### config.mk
export PLATFORM = sky130hd
export DESIGN_NAME = serial_word_feeder
export DESIGN_NICKNAME = d
export VERILOG_FILES = /design/src/rtl/serial_word_feeder.sv
export SDC_FILE = /design/constraint.sdc
export NUM_CORES = 1
export LEC_CHECK = 0
export CAP_MARGIN = 15
export CORE_MARGIN = 2
export CORE_UTILIZATION = 30
export DETAILED_ROUTE_END_ITERATION = 10
export MAX_ROUTING_LAYER = met4
export SETUP_SLACK_MARGIN = 0.02
export SLEW_MARGIN = 20
export SYNTH_ARGS = -nofsm -noshare
export SYNTH_HDL_FRONTEND = slang
export SYNTH_SLANG_ARGS = --single-unit
### constraint.sdc
create_clock -name clk -period 1.8 [get_ports clk]
set_clock_uncertainty 0.15 [all_clocks]
set_input_delay 0.54 -clock clk [delete_from_list [all_inputs] [get_ports clk]]
set_output_delay 0.54 -clock clk [all_outputs]
set_load 0.01 [all_outputs]
### src/rtl/serial_word_feeder.sv
// Serializes a parallel word LSB-first into shift_en/shift_in, then holds extend for signed words; FEEDER_ABORT_EN adds an abort input.
// Latency: bit i on shift_in in cycle N+1+i after accept edge N; done pulse x+1 (+EXT_CYCLES if signed) cycles after accept.
// Backpressure: in_ready only in IDLE; in_valid while busy is ignored, so upstream holds it until accepted.
module serial_word_feeder #(
    parameter int x          = 8,
    parameter int EXT_CYCLES = 3
) (
    input  logic         clk,
    input  logic         rst,
`ifdef FEEDER_ABORT_EN
    input  logic         abort,
`endif
    input  logic         in_valid,
    output logic         in_ready,
    input  logic [x-1:0] in_data,
    input  logic         in_signed,
    output logic         shift_en,
    output logic         shift_in,
    output logic         extend,
    output logic         busy,
    output logic         done
);

    localparam int CW = (x > 1) ? $clog2(x) : 1;
    localparam int EW = (EXT_CYCLES > 0) ? $clog2(EXT_CYCLES + 1) : 1;
    localparam logic [CW-1:0] LAST_BIT = CW'(x - 1);
    localparam logic [EW-1:0] EXT_LOAD = EW'((EXT_CYCLES > 0) ? EXT_CYCLES - 1 : 0);
    localparam bit            EXT_ON   = (EXT_CYCLES > 0);

    typedef enum logic [1:0] {IDLE, SHIFT, EXTEND, DONE} state_t;

    state_t        state, state_nxt;
    logic [x-1:0]  data_buf;
    logic          sgn;
    logic [CW-1:0] bit_cnt;
    logic [EW-1:0] ext_cnt;
    logic          abort_hit;

`ifdef FEEDER_ABORT_EN
    assign abort_hit = abort;
`else
    assign abort_hit = 1'b0;
`endif

    always_ff @(posedge clk) begin
        if (rst) begin
            state    <= IDLE;
            data_buf <= '0;
            sgn      <= 1'b0;
            bit_cnt  <= '0;
            ext_cnt  <= '0;
        end else begin
            state <= state_nxt;
            case (state)
                IDLE: begin
                    if (in_valid) begin
                        data_buf <= in_data;
                        sgn      <= in_signed;
                        bit_cnt  <= '0;
                    end
                end
                SHIFT: begin
                    data_buf <= {1'b0, data_buf[x-1:1]};
                    if (bit_cnt == LAST_BIT) begin
                        ext_cnt <= EXT_LOAD;
                    end else begin
                        bit_cnt <= bit_cnt + 1'b1;
                    end
                end
                EXTEND: begin
                    if (ext_cnt != '0) ext_cnt <= ext_cnt - 1'b1;
                end
                default: ;
            endcase
        end
    end

    always_comb begin
        state_nxt = state;
        case (state)
            IDLE:   if (in_valid) state_nxt = SHIFT;
            SHIFT: begin
                if (abort_hit)                state_nxt = IDLE;
                else if (bit_cnt == LAST_BIT) state_nxt = (sgn && EXT_ON) ? EXTEND : DONE;
            end
            EXTEND: begin
                // ext_cnt counts the remaining extend cycles after this one
                if (abort_hit)            state_nxt = IDLE;
                else if (ext_cnt == '0)   state_nxt = DONE;
            end
            DONE:    state_nxt = IDLE;
            default: state_nxt = IDLE;
        endcase
    end

    always_comb begin
        in_ready = 1'b0;
        shift_en = 1'b0;
        shift_in = 1'b0;
        extend   = 1'b0;
        done     = 1'b0;
        busy     = (state != IDLE);
        case (state)
            IDLE:   in_ready = 1'b1;
            SHIFT: begin
                shift_en = 1'b1;
                shift_in = data_buf[0];
            end
            EXTEND: extend = 1'b1;
            DONE:   done   = 1'b1;
            default: ;
        endcase
    end

endmodule
==> results.json, run 1 <==
{
  "cp-start-kind": "flip-flop",
  "rows": 20,
  "ys_seq_area_frac": 0.3483,
  "cap_violations": 0,
  "place_ws_ns": -0.2240,
  "path_common_cell": "buf_6",
  "r2r-start": "state[0]",
  "synth_top_area_frac": 0.3483,
  "cp_slowest_stage_delay_ns": 0.35,
  "synth.avg_cell_area_um2": 9.196,
  "htree_levels": 1,
  "synth.most_common_cell": "dfxtp_1",
  "synth-edff-count": 0,
  "critPathSlowestCell": "dfxtp_2",
  "rsz0062_at_grt": "yes",
  "grt_max_degree": 17,
  "core_um2": 2978,
  "dieWidth_um": 59.37,
  "final_cell_count_no_fill": 166,
  "grt_overflow": 0,
  "fin_ws_ns": -0.05957,
  "maxUsedRoutingLayer": "met3",
  "crit_path_end_kind": "output port",
  "utilization": 0.4702,
  "clkSlewWorstSetupHoldPaths_ns": 0.10,
  "ant_nets": 0,
  "initial_core_util": 0.3088,
  "antenna_found_initial": 0,
  "synth_cell_types": 30,
  "syn_inst": 100,
  "syn_area_um2": 919.6,
  "synthArstFlopShare": 0,
  "io_pins": 18,
  "total_power_w": 0.002583,
  "dr.pass1.iters": 4,
  "hold_path.class": "flip-flop to flip-flop",
  "min-delay-start": "sgn",
  "synthTopCellsByArea": "dfxtp_1, ha_1, mux2i_1",
  "yosys_warnings": 0,
  "cts.path.max_buffers": 2,
  "slew-limit-headroom": 0.8148,
  "worst_pin_slew_ns": 0.2772,
  "cts.sinks": 16,
  "drc": 0,
  "die_area_um2": 3524,
  "period_share": 1.033,
  "holdBufCountCts": 0,
  "cp_max_fo": 3,
  "cts_tree": "done",
  "synth.ff_latch_count": 16,
  "met3_length_um": 133,
  "critPathLaunch": "state[0]",
  "grt_pass1_wl_um": 3222,
  "synth_area_leader_cell": "dfxtp_1",
  "grt_use_total": 0.1232,
  "arrival_ns": 1.17,
  "num_vias": 822,
  "violations": "negative setup slack",
  "finalHoldViolCount": 0,
  "dr_wl_met2_um": 972,
  "vdd_ir_drop_max_mv": 0.7922,
  "ys.flop_type": "dfxtp_1",
  "critPathRequiredTime_ns": 1.11,
  "synthesis.nets": 119,
  "gp_congestion": 0.7949,
  "outcome": "complete, but fails checks",
  "finalSetupViolations": 2,
  "fill_cells": 293,
  "cts_buffers": 3,
  "p_leak_nw": 0.5472,
  "met1_length_um": 973,
  "placed_cells": 157,
  "routed_wl_um": 2079,
  "nNetsFinal": 154,
  "synthToLayoutAreaGrowth_pct": 52.24,
  "period_minus_slack_ns": 1.860,
  "fmaxAchievable_mhz": 537.8,
  "viasPerCell": 4.952,
  "grt_pass1_vias": 722,
  "synth_common_cells": "dfxtp_1, mux2i_1, nor2_1",
  "num_antenna_cells": 0,
  "die_y_um": 59.37,
  "drive_gt1_frac": 0.4211,
  "post_drt_wl_per_cell_um": 12.52,
  "path_cells": "buf_6, ha_4, and2_4, buf_6",
  "insertion_delay_ns": 0.29,
  "p_per_area_nw_per_um2": 1845,
  "drt_iter0_drc": 11,
  "ctsRootBufferMaster": "clkbuf_4",
  "worst-setup-path-type": "flip-flop to output port",
  "hpwl_um": 1407,
  "final_max_slew_viol_count": 0,
  "io_buffers": 17
}
## metrics by stage
step,hold slack [ns],area (um2),setup TNS (ns)
after floorplan,0.2816,925.9,0
after global placement,0.2989,1215,-2.592
after CTS,0.3197,1290,-0.1324
after global routing,0.3629,1400,-0.3263
after detailed placement,0.3033,1215,-2.763
final,0.3145,1400,-0.09560
## layout make-up
class / count / area (um2) / area share
sequential: 16 / 322.8 / 0.2306
timing repair buffer: 35 / 357.8 / 0.2556
inverter: 6 / 25.02 / 0.01787
multi-input combinational: 73 / 630.6 / 0.4504
tap: 33 / 41.29 / 0.02949
clock buffer: 3 / 22.52 / 0.01609
## logic make-up (layout without fill, tap and decap cells)
| logic type | count (synthesis) | count (layout) | synth area share |
|---|---|---|---|
| compound gates | 24 | 24 | 0.1891 |
| fa+ha+maj | 7 | 7 | 0.09523 |
| buf+inv | 11 | 44 | 0.06258 |
| flops | 16 | 16 | 0.3483 |
| mux | 8 | 8 | 0.08708 |
| simple gates | 34 | 34 | 0.2177 |
## registers in the layout, indices dropped and copies added, names as in the netlist
signal,cells
sgn,1
ext_cnt,2
state,2
bit_cnt,3
data_buf,8
## cell usage in the layout, fill, tap and decap left out, types with 2 or more instances in the layout
master / synthesis / routed
ha_1: 7 / 2
clkdlybuf4s50_1: 0 / 11
dfxtp_1: 16 / 14
a22oi_2: 0 / 2
o21ai_0: 5 / 5
buf_4: 0 / 11
a211oi_1: 5 / 3
nand2b_1: 3 / 3
nand2_1: 7 / 7
buf_12: 0 / 2
a211oi_2: 3 / 5
nor2_1: 8 / 7
nor2_2: 3 / 4
mux2i_1: 8 / 8
dfxtp_2: 0 / 2
ha_4: 0 / 4
buf_2: 1 / 2
clkbuf_4: 0 / 3
inv_1: 6 / 4
and2_1: 3 / 2
a21oi_1: 5 / 5
buf_6: 2 / 8
## path summary, 6_finish.rpt
check	cells past startpoint	slack, ns	to
setup / recovery	4	-0.06	shift_in
hold / removal	2	0.31	sgn
setup reg to reg	8	0.01	state[0]
hold reg to reg	2	0.31	sgn
## power breakdown
part / switching [W] / internal, W / total, W
registers: 0.0000923 / 0.000496 / 0.000589
clock network: 0.000117 / 0.0000777 / 0.000195
logic: 0.000828 / 0.000972 / 0.00180
total: 0.00104 / 0.00155 / 0.00258
## worst max-delay path: cells and delay by family (launching register included)
family	cells	cell delay, ns
AND/OR/NAND/NOR	1	0.14
adder cells (fa/ha/maj)	1	0.16
flip-flops	1	0.35
buffers and inverters	2	0.23
## layer usage
| metal | GRT usage | vias up |
|---|---|---|
| met5 | - | - |
| met4 | 0.009740 | 0 |
| met3 | 0.04148 | 0 |
| met2 | 0.1947 | 23 |
| met1 | 0.1591 | 385 |
| li1 | - | 414 |
## what timing repair did
action                                  4_1_cts  5_1_grt
endpoints found under the setup margin       16       12
resized for setup                            39       14
buffers inserted                              2        3
pin swaps                                     4        7
gates cloned                                  0        1
(Power assumes the default switching activity.)
==> run 2: changes to the inputs <==
--- a/config.mk
+++ b/config.mk
@@ -5,6 +5,7 @@
 export SDC_FILE = /design/constraint.sdc
 export NUM_CORES = 1
 export LEC_CHECK = 0
+export ABC_AREA = 1
 export CAP_MARGIN = 15
 export CORE_MARGIN = 2
 export CORE_UTILIZATION = 30
==> results.json, run 2 <==
{
  "outcome": "complete, but fails checks",
  "violations": "negative setup slack",
  "routed_wl_um": 1937,
  "utilization": 0.4632,
  "drt_iter0_drc": 15,
  "grt_use_total": 0.1308,
  "p_switching_w": 0.0008585,
  "ant_nets": 0,
  "max_flop_register": "data_buf",
  "dieWidth_um": 57.41,
  "synth_common_cells": "nand2_1, nor2_1, dfxtp_1",
  "ctsRootBufferMaster": "clkbuf_4",
  "drc": 0,
  "num_antenna_cells": 0,
  "power_frac_comb": 0.612,
  "ys.flop_type": "dfxtp_1",
  "holdBufCountCts": 0,
  "fmaxAchievable_mhz": 547.6,
  "cts_buffers": 3,
  "final_common_cell": "nand2_1",
  "finalSetupViolations": 1,
  "synthesis.nets": 150,
  "grt_pass1_vias": 761,
  "htree_levels": 1,
  "synth-edff-count": 0,
  "vdd_ir_drop_max_mv": 0.9419,
  "hold_path.class": "flip-flop to flip-flop",
  "final_max_slew_viol_count": 0,
  "rsz0062_at_grt": "yes",
  "arrival_ns": 1.14,
  "synth_area_leader_cell": "dfxtp_1",
  "r2r_slack_ns": 0.17,
  "period_share": 1.015,
  "seqPwrFrac": 0.274,
  "clkSlewWorstSetupHoldPaths_ns": 0.10,
  "drive_gt1_frac": 0.2395,
  "syn_inst": 131,
  "p_leak_nw": 0.6266,
  "synthToLayoutAreaGrowth_pct": 47.95,
  "synth.most_common_cell": "nand2_1",
  "gp_congestion": 0.7720,
  "hpwl_um": 1412,
  "cap_violations": 0,
  "clockPowerShare": 0.114,
  "slew-limit-headroom": 0.8759,
  "finalHoldViolCount": 0,
  "core_um2": 2734,
  "cp_max_fo": 4,
  "total_power_w": 0.002040,
  "synth_top_area_frac": 0.3743,
  "reg.largest.list": "data_buf x8, bit_cnt x3",
  "p_int_w": 0.001181,
  "io_pins": 18,
  "grt_overflow": 0,
  "cts.path.max_buffers": 2,
  "grt_pass1_wl_um": 3256,
  "dr.pass1.iters": 4,
  "synth_cell_types": 13,
  "initial_core_util": 0.3130,
  "io_buffers": 17,
  "yosys_warnings": 0,
  "insertion_delay_ns": 0.28,
  "cts.sinks": 16,
  "p_per_area_nw_per_um2": 1611,
  "synthArstFlopShare": 0,
  "post-route-cell-area_um2": 1266,
  "final_cell_mix": "nand2_1, nor2_1, buf_4",
  "worst-setup-path-type": "flip-flop to output port",
  "antenna_found_initial": 0,
  "cp-start-kind": "flip-flop",
  "syn_area_um2": 855.8,
  "grt_max_degree": 11,
  "swShare": 0.4209,
  "num_vias": 874,
  "synthTopCellsByArea": "dfxtp_1, nand2_1, ha_1",
  "post_drt_wl_per_cell_um": 9.783,
  "cts_tree": "done",
  "placed_area_um2": 1161,
  "period_minus_slack_ns": 1.826,
  "ys_seq_area_frac": 0.3743,
  "fin_ws_ns": -0.02614,
  "die_y_um": 57.41,
  "crit_path_end_kind": "output port",
  "rows": 19,
  "critPathRequiredTime_ns": 1.11,
  "nNetsFinal": 187,
  "die_area_um2": 3296,
  "synth.avg_cell_area_um2": 6.533,
  "viasPerCell": 4.414,
  "synth.ff_latch_count": 16,
  "largest_reg_flops": 8,
  "worst_pin_slew_ns": 0.1854
}
==> run 2: changes by cell type after synthesis, sizes merged, moves of 5 or more <==
cell    before  now
a211oi       8    0
mux2i        8    0
nand2        7   45
nand3        1    7
nor2        12   20
inv          6   17
o21ai        6   11
==> run 2: repair_timing <==
item / in CTS / in global routing
gates resized for setup: 36 / 7
setup buffers: 1 / 2
endpoints found under the setup margin: 6 / 7
pin swaps: 3 / 1
==> run 2: worst paths after layout <==
kind,start,to,cells past startpoint
hold reg to reg,bit_cnt[1],bit_cnt[1],2
setup reg to reg,state[0],data_buf[1],8
hold / removal,bit_cnt[1],bit_cnt[1],2
setup / recovery,state[0],shift_in,5
==> run 2: layer usage <==
metal,global-route usage,share of wire,vias up
met1,0.1662,0.49,387
met5,-,0,-
met3,0.02041,0.028,2
met4,0.06645,0.013,0
li1,-,-,476
met2,0.1997,0.47,9
==> run 2: metrics by stage <==
stage	setup WS [ns]	instances	setup TNS (ns)	hold WS, ns
finish	-0.02614	198	-0.02614	0.3251
global route	-0.05906	198	-0.09581	0.3411
CTS	-0.02776	196	-0.02776	0.3242
detailed placement	-0.1444	191	-0.9928	0.3096
global placement	-0.1152	191	-0.7596	0.3040
floorplan	0.1130	131	0	0.2784
==> run 2: worst max-delay path, stage by stage (launching register included) <==
cell and delay (ns):
dfxtp_4 0.37, buf_6 0.12, ha_4 0.16, nand2_2 0.05, inv_1 0.03, buf_2 0.12
==> run 2: final cells by class <==
cell class / instances / area, um2
clock buffers: 4 / 36.28
fillers: 260 / 1468
inverters: 17 / 66.31
multi-input cells: 96 / 515.5
flip-flops and latches: 16 / 325.3
well taps: 31 / 38.79
repair buffers: 34 / 284.0
==> run 2: logic make-up after synthesis <==
logic type | Yosys count | synth area share
flops | 16 | 0.3743
compound gates | 17 | 0.1126
fa+ha+maj | 7 | 0.1023
buf+inv | 19 | 0.08478
simple gates | 72 | 0.3260
==> run 2: power by group through the flow <==
stage / combinational, W / clock [W] / sequential, W
after floorplan: 0.000668 / 0 / 0.000543
after global placement: 0.00113 / 0 / 0.000540
after detailed placement: 0.00114 / 0 / 0.000546
after CTS: 0.00120 / 0.000240 / 0.000551
after global routing: 0.00142 / 0.000260 / 0.000577
final: 0.00125 / 0.000233 / 0.000559
